[src/rtl/serial_adder_n.sv]
// Bit-serial adder/subtractor: one full-adder cell, a registered carry, LSB first.
// Each operation takes WIDTH clocks in RUN and finishes with a one-cycle done strobe.
module serial_adder_n #(
    parameter int WIDTH = 8
) (
    input  logic             clk,
    input  logic             rst_n,
    input  logic             start,
    input  logic             sub,
    input  logic [WIDTH-1:0] a,
    input  logic [WIDTH-1:0] b,
    input  logic             cin,
    output logic             busy,
    output logic             done,
    output logic [WIDTH-1:0] sum,
    output logic             cout,
    output logic             ovf,
    output logic [0:0]       dbg_state
);
    // Handshake: start is a request taken on any rising edge where busy is low;
    // done is a one-cycle completion strobe and sum/cout/ovf change only with it.

    localparam int CW = (WIDTH > 1) ? $clog2(WIDTH) : 1;
    localparam logic [CW-1:0] LAST_BIT = CW'(WIDTH - 1);
    localparam logic [CW-1:0] PRE_MSB  = CW'(WIDTH - 2);

    localparam logic [0:0] IDLE = 1'b0;
    localparam logic [0:0] RUN  = 1'b1;

    logic [0:0]       state;
    logic [CW-1:0]    cnt;
    logic [WIDTH-1:0] opa;
    logic [WIDTH-1:0] opb;
    logic [WIDTH-1:0] res;
    logic             carry;
    logic             carry_msb;

    logic             s_bit;
    logic             c_next;
    logic [WIDTH-1:0] res_next;

    always_comb begin
        s_bit    = opa[0] ^ opb[0] ^ carry;
        c_next   = (opa[0] & opb[0]) | (opa[0] & carry) | (opb[0] & carry);
        res_next = {s_bit, res[WIDTH-1:1]};
    end

    assign dbg_state = state;

    always_ff @(posedge clk or negedge rst_n) begin
        if (!rst_n) begin
            state     <= IDLE;
            cnt       <= '0;
            opa       <= '0;
            opb       <= '0;
            res       <= '0;
            carry     <= 1'b0;
            carry_msb <= 1'b0;
            busy      <= 1'b0;
            done      <= 1'b0;
            sum       <= '0;
            cout      <= 1'b0;
            ovf       <= 1'b0;
        end else begin
            case (state)
                IDLE: begin
                    done <= 1'b0;
                    if (start) begin
                        // Subtraction is A + ~B + ~CIN, so invert B and the carry here.
                        opa   <= a;
                        opb   <= b ^ {WIDTH{sub}};
                        carry <= cin ^ sub;
                        cnt   <= '0;
                        busy  <= 1'b1;
                        state <= RUN;
                    end
                end
                RUN: begin
                    carry <= c_next;
                    opa   <= {1'b0, opa[WIDTH-1:1]};
                    opb   <= {1'b0, opb[WIDTH-1:1]};
                    res   <= res_next;
                    if (cnt == PRE_MSB) begin
                        carry_msb <= c_next;
                    end
                    if (cnt == LAST_BIT) begin
                        sum   <= res_next;
                        cout  <= c_next;
                        ovf   <= carry_msb ^ c_next;
                        done  <= 1'b1;
                        busy  <= 1'b0;
                        state <= IDLE;
                    end else begin
                        cnt <= cnt + 1'b1;
                    end
                end
                default: begin
                    state <= IDLE;
                    busy  <= 1'b0;
                end
            endcase
        end
    end

endmodule

[config.mk]
export PLATFORM = sky130hd
export DESIGN_NAME = serial_adder_n
export DESIGN_NICKNAME = d
export VERILOG_FILES = /design/src/rtl/serial_adder_n.sv
export SDC_FILE = /design/constraint.sdc
export NUM_CORES = 1
export LEC_CHECK = 0
export CORE_MARGIN = 4
export CORE_UTILIZATION = 55
export CTS_CLUSTER_DIAMETER = 60
export DETAILED_ROUTE_END_ITERATION = 8
export GPL_TIMING_DRIVEN = 1
export PLACE_DENSITY = 0.84
export SLEW_MARGIN = 0
export SYNTH_ARGS = -nofsm -noshare
export SYNTH_HDL_FRONTEND = slang
export SYNTH_SLANG_ARGS = --single-unit
[constraint.sdc]
create_clock -name clk -period 2.75 [get_ports clk]
set_input_delay 0.55 -clock clk [delete_from_list [all_inputs] [get_ports clk]]
set_output_delay 0.55 -clock clk [all_outputs]
set_load 0.01 [all_outputs]
Yosys cells after proc, flatten, opt, wreduce, memory -nomap -nowiden --
Index checks and enable logic that the tools add are counted.
Storage, ports and cells: register bits 42
Operators by class: muxes and demuxes 17, bitwise gates (word level) 11, equality and inequality tests 5, add/sub/neg operators 1, reduce and logical (&&, ||, !) cells 4
Operators with widths (count):
- $pmux 8 s2 | 2
- $mux 8 | 2
- $pmux 1 s2 | 4
- $reduce_and 2->1 | 4
- $xor 8x8->8 | 1
- $eq 3x3->1 const B | 2
- $mux 1 | 6
- $mux 3 | 2
- $pmux 3 s2 | 1
- $ne 2x2->1 const B | 2
- $xor 1x1->1 | 4
- $add 3x1->3 const B | 1
- $and 1x1->1 | 3
- $ne 2x1->1 const B | 1
- $or 1x1->1 | 2
- $not 1->1 | 1

Depth between registers and ports, before layout --
word-level depth 4, mapped depth 5, gate-level depth less buffers 4

Worst setup path before layout --
No wires, ideal clock.
kind reg-to-reg, from register cnt[0], to register cout, arrival 1.424 ns, setup slack 1.201 ns, required time 2.625 ns, cell stages (with the launch flop) 6, buffers on the path 1, path through dfrtp_1 ha_1 ha_1 buf_2 nand2_2 mux2_2
On the way: word-level cells in the longest chain between the ends 2
RTL lines:
- from (decl) | line 31 | logic [CW-1:0] cnt;
- from (signal assigned) | line 94 | cnt <= cnt + 1'b1;
- $eq 3x3->1 | line 86 | if (cnt == LAST_BIT) begin
- $reduce_and 2->1 (no source line)
- to (signal assigned) | line 88 | cout <= c_next;
- to (decl) | line 16 | output logic cout,
Every way passes these cells. A chain may end at the register's enable or synchronous reset.

Worst setup path in the final report --
from register state (netlist: dbg_state), to output dbg_state
RTL lines:
- from (decl) | line 30 | logic [0:0] state;
- from (signal assigned) | line 52 | state <= IDLE;
- from (signal assigned) | line 75 | state <= RUN;
- from (signal assigned) | line 92 | state <= IDLE;
- to (decl) | line 18 | output logic [0:0] dbg_state
No word-level cell between the ends.

==> impl_metrics.csv <==
group,metric,value,unit
status,status,"finished, final reports clean",
clocking,cts_made_buffers,5,
critical_path,worstRegToRegCells,4,
critical_path,crit_chain,"clkdlybuf4s50_1",
clocking,cts_sinks,41,
final_layout,postLayoutCoreUtil,0.7230,
logic_synthesis,postSynthAreaPerCell,12.60,µm²
die,start_util,0.5913,
clocking,cts_htree_levels,2,
sta,final.setup_skew,0.008154,ns
sta,final.hold.worst_slack,0.3078,ns
sta,setup_tns,0,ns
clocking,clock_tree_root_driver_cell,"clkbuf_4",
logic_synthesis,muxShareOfSynthArea,0.1570,
routing,antenna_violating_nets_post_route,0,
logic_synthesis,synth-adder-area-share,0.03087,
logic_synthesis,synth_top_family_by_area,"multiplexers",
die,ports_placed_on_the_boundary,34,
sta,max_slew_margin,0.4176,
final_layout,layout.nets,206,
sta,period_needed,1.828,ns
clocking,cts-hold-fix-buffers,0,
critical_path,path_max_fanout,2,
sta,final-setup-viol-count,0,
grt,pin_count_of_the_biggest_net_entering_global_routing,45,
critical_path,setup_crit_path_kind,"reg2out",
routing,dr.pass1.iters,4,
critical_path,worst_ep_required_time,2.20,ns
die,die_h,66.22,µm
die,fp.dieArea,4385,µm²
clocking,clock_insertion_delay_worst_skew,0.35,ns
placement,gp_congestion,0.7634,
grt,grt_pass1_vias,1231,
critical_path,cp_num_buf_inv,1,
logic_synthesis,syn_nets,173,
critical_path,timing.critical_path.from_type,"register",
routing,num_vias,1228,
grt,grt_pass1_wl,5.699,mm
critical_path,critical_path_cell_count,1,
power,pwr-share-clk,0.177,
logic_synthesis,synth_xor_area_frac,0.05168,
critical_path,endpoint_of_the_worst_slack_reg_to_reg_timing_path,"sum[6]",
logic_synthesis,syn_area,1864,µm²
routing,drt_first_iter_violations,68,
power,power.internal,0.001584,W
final_layout,antennaDiodeCount,0,
critical_path,critical-path-max-stage-delay,0.55,ns
logic_synthesis,synth.distinct_cells,27,
clocking,postCtsResizedCells,0,
die,core_area,3153,µm²
critical_path,ff2ff_setup_slack,1.06,ns
critical_path,r2r-start,"cnt[0]",
grt,initial_antenna_violation_count,0,
power,powerDensity,1009,nW/µm²
critical_path,dominant_delay_contributor_by_cell_family_on_the_critical_path,"buffers and inverters",
placement,portBuffers,33,
logic_synthesis,synthCells,148,
critical_path,arrival,1.28,ns
critical_path,critPathCaptureType,"primary output",
final_layout,flow.area_growth_from_synthesis,22.28,%
grt,grt-ovfl-total,0,
power,switching_component_of_the_power,0.0007162,W
die,chipWidth,66.22,µm
routing,avgViaCountPerCell,5.434,
power,power.share.switching,0.3114,
critical_path,cp-endpoint,"dbg_state",
final_layout,drive_above_1_share,0.1703,
routing,detail_route.wirelength,3.256,mm
placement,numPlacedInstances,218,
logic_synthesis,yosys_reg_bits,41,
clocking,tritoncts,"built",
placement,place.detailed.hpwl,2.288,mm
sta,slew_violations,0,
grt,gr-usage-all-layers,0.1745,
power,share_comb_of_total_power,0.373,
clocking,postCtsSetupBuffers,0,
flow_run,drv_cap,0,
logic_synthesis,synthesis.yosys.warnings,0,
sta,rsz0062_at_grt,"false",
clocking,max-clock-path-buffers,2,
clocking,cts.clk_slew.worst_paths,0.12,ns
sta,slew_at_the_pin_with_the_worst_max_slew_slack,0.8736,ns
power,pwr-share-seq,0.450,
routing,drcViolationCount,0,
min_path,worst_hold_path_type,"in2async",
power,worst_ir_drop_vdd,0.4419,mV
logic_synthesis,synth-seq-area-share,0.5503,
sta,achievable-frequency,0.5469,GHz
power,p_leak,1.007,nW
final_layout,layoutNonFillerInstCount,226,
logic_synthesis,synth-simple-area-share,0.08926,
logic_synthesis,synth_compound_area_frac,0.07987,
sta,timing.final.crit_share,0.6649,
sta,finalHoldViolations,0,
critical_path,timing.critical_path.slowest_stage_cell,"clkdlybuf4s50_1",
critical_path,cp-startpoint,"dbg_state",
die,std_cell_rows,20,
routing,post_drt_wl_per_cell,14.41,µm
registers in the layout, summed over array words and instances (netlist names), 3 cells and up:
| signal | cells |
|---|---|
| cnt | 3 |
| opa | 8 |
| opb | 8 |
| res | 7 |
| sum | 8 |
cells in the final DEF (no fill, tap or decap), types with 2 or more instances in the layout:
cell	count
ha_1	3
inv_1	3
clkbuf_4	5
o22ai_1	2
clkdlybuf4s50_1	32
mux2i_1	9
dfrtp_1	41
or3b_1	2
xor2_1	6
a221o_1	4
or3b_2	2
buf_4	2
o211ai_1	4
mux2_2	18
nand2_1	11
o21ai_0	8
nand2b_1	4
nor2_1	6
and2_0	4
xnor2_1	5
final cells by class:
class	count	area [µm²]
repair buffers	35	340.3
multi-input cells	95	762.0
flip-flops and latches	41	1026
clock inverters	1	30.03
fillers	242	873.3
inverters	3	11.26
clock buffers	7	55.05
well taps	44	55.05
synthesized netlist by cell type, drive strengths merged:
| library cell | count | area [µm²] |
|---|---|---|
| a211oi | 1 | 7.510 |
| a221o | 4 | 40.04 |
| a32o | 1 | 10.01 |
| and2 | 4 | 25.02 |
| buf | 9 | 65.06 |
| dfrtp | 41 | 1026 |
| fa | 1 | 20.02 |
| ha | 3 | 37.54 |
| inv | 3 | 11.26 |
| mux2 | 18 | 202.7 |
| mux2i | 9 | 90.09 |
| nand2 | 12 | 47.55 |
| nand2b | 4 | 25.02 |
| nand3 | 1 | 5.000 |
| nor2 | 6 | 22.52 |
| nor2b | 1 | 6.260 |
| o211ai | 4 | 30.03 |
| o21ai | 8 | 40.04 |
| o22ai | 2 | 12.51 |
| o2bb2ai | 1 | 8.760 |
| or3b | 4 | 35.04 |
| xnor2 | 5 | 43.79 |
| xor2 | 6 | 52.55 |
metal layers:
metal,global-route usage,part of all wire,vias up
met2,0.2763,0.49,30
met5,0,0,-
met4,0.07868,0.019,0
met1,0.2139,0.44,606
met3,0.05952,0.047,8
li1,-,-,584
worst reg2reg max path: cells and delay by family (launching register included):
kind          cells  cell delay (ns)
flops             1             0.44
fa+ha+maj         2             0.50
mux               1             0.37
simple gates      1             0.26
per-stage QoR:
stage	setup slack [ns]	power, W	cell area, µm²
6_report	0.9216	0.002300	2280
2_1_floorplan	1.201	0.001594	1864
4_1_cts	0.9010	0.002325	2280
5_1_grt	0.8461	0.002481	2280
3_3_place_gp	0.8539	0.001863	2195
3_5_place_dp	0.8172	0.001920	2195
how the worst min path moves through the flow:
stage               startpoint      to  slack (ns)
floorplan                rst_n    busy        0.25
global placement        opa[6]  opa[5]        0.47
detailed placement      opb[3]  opb[2]        0.48
CTS                      rst_n  sum[7]        0.33
global route             rst_n  sum[4]        0.35
finish                   rst_n  sum[4]        0.31
power by group through the flow:
stage,registers (W),logic (W),clock network (W)
after CTS,0.00104,0.000869,0.000417
after global placement,0.00103,0.000833,0
after floorplan,0.00105,0.000545,0
after detailed placement,0.00105,0.000870,0
final,0.00103,0.000858,0.000408
after global routing,0.00107,0.000959,0.000450
cells by family (layout without fill, tap and decap cells):
group | count (synthesis) | after routing
flip-flops | 41 | 41
multiplexers | 27 | 27
AO/OA/AOI/OAI | 21 | 21
buffers and inverters | 12 | 46
adder cells (fa/ha/maj) | 4 | 4
AND/OR/NAND/NOR | 32 | 32
XOR/XNOR | 11 | 11
No activity file was read; power rests on OpenSTA's default activity.
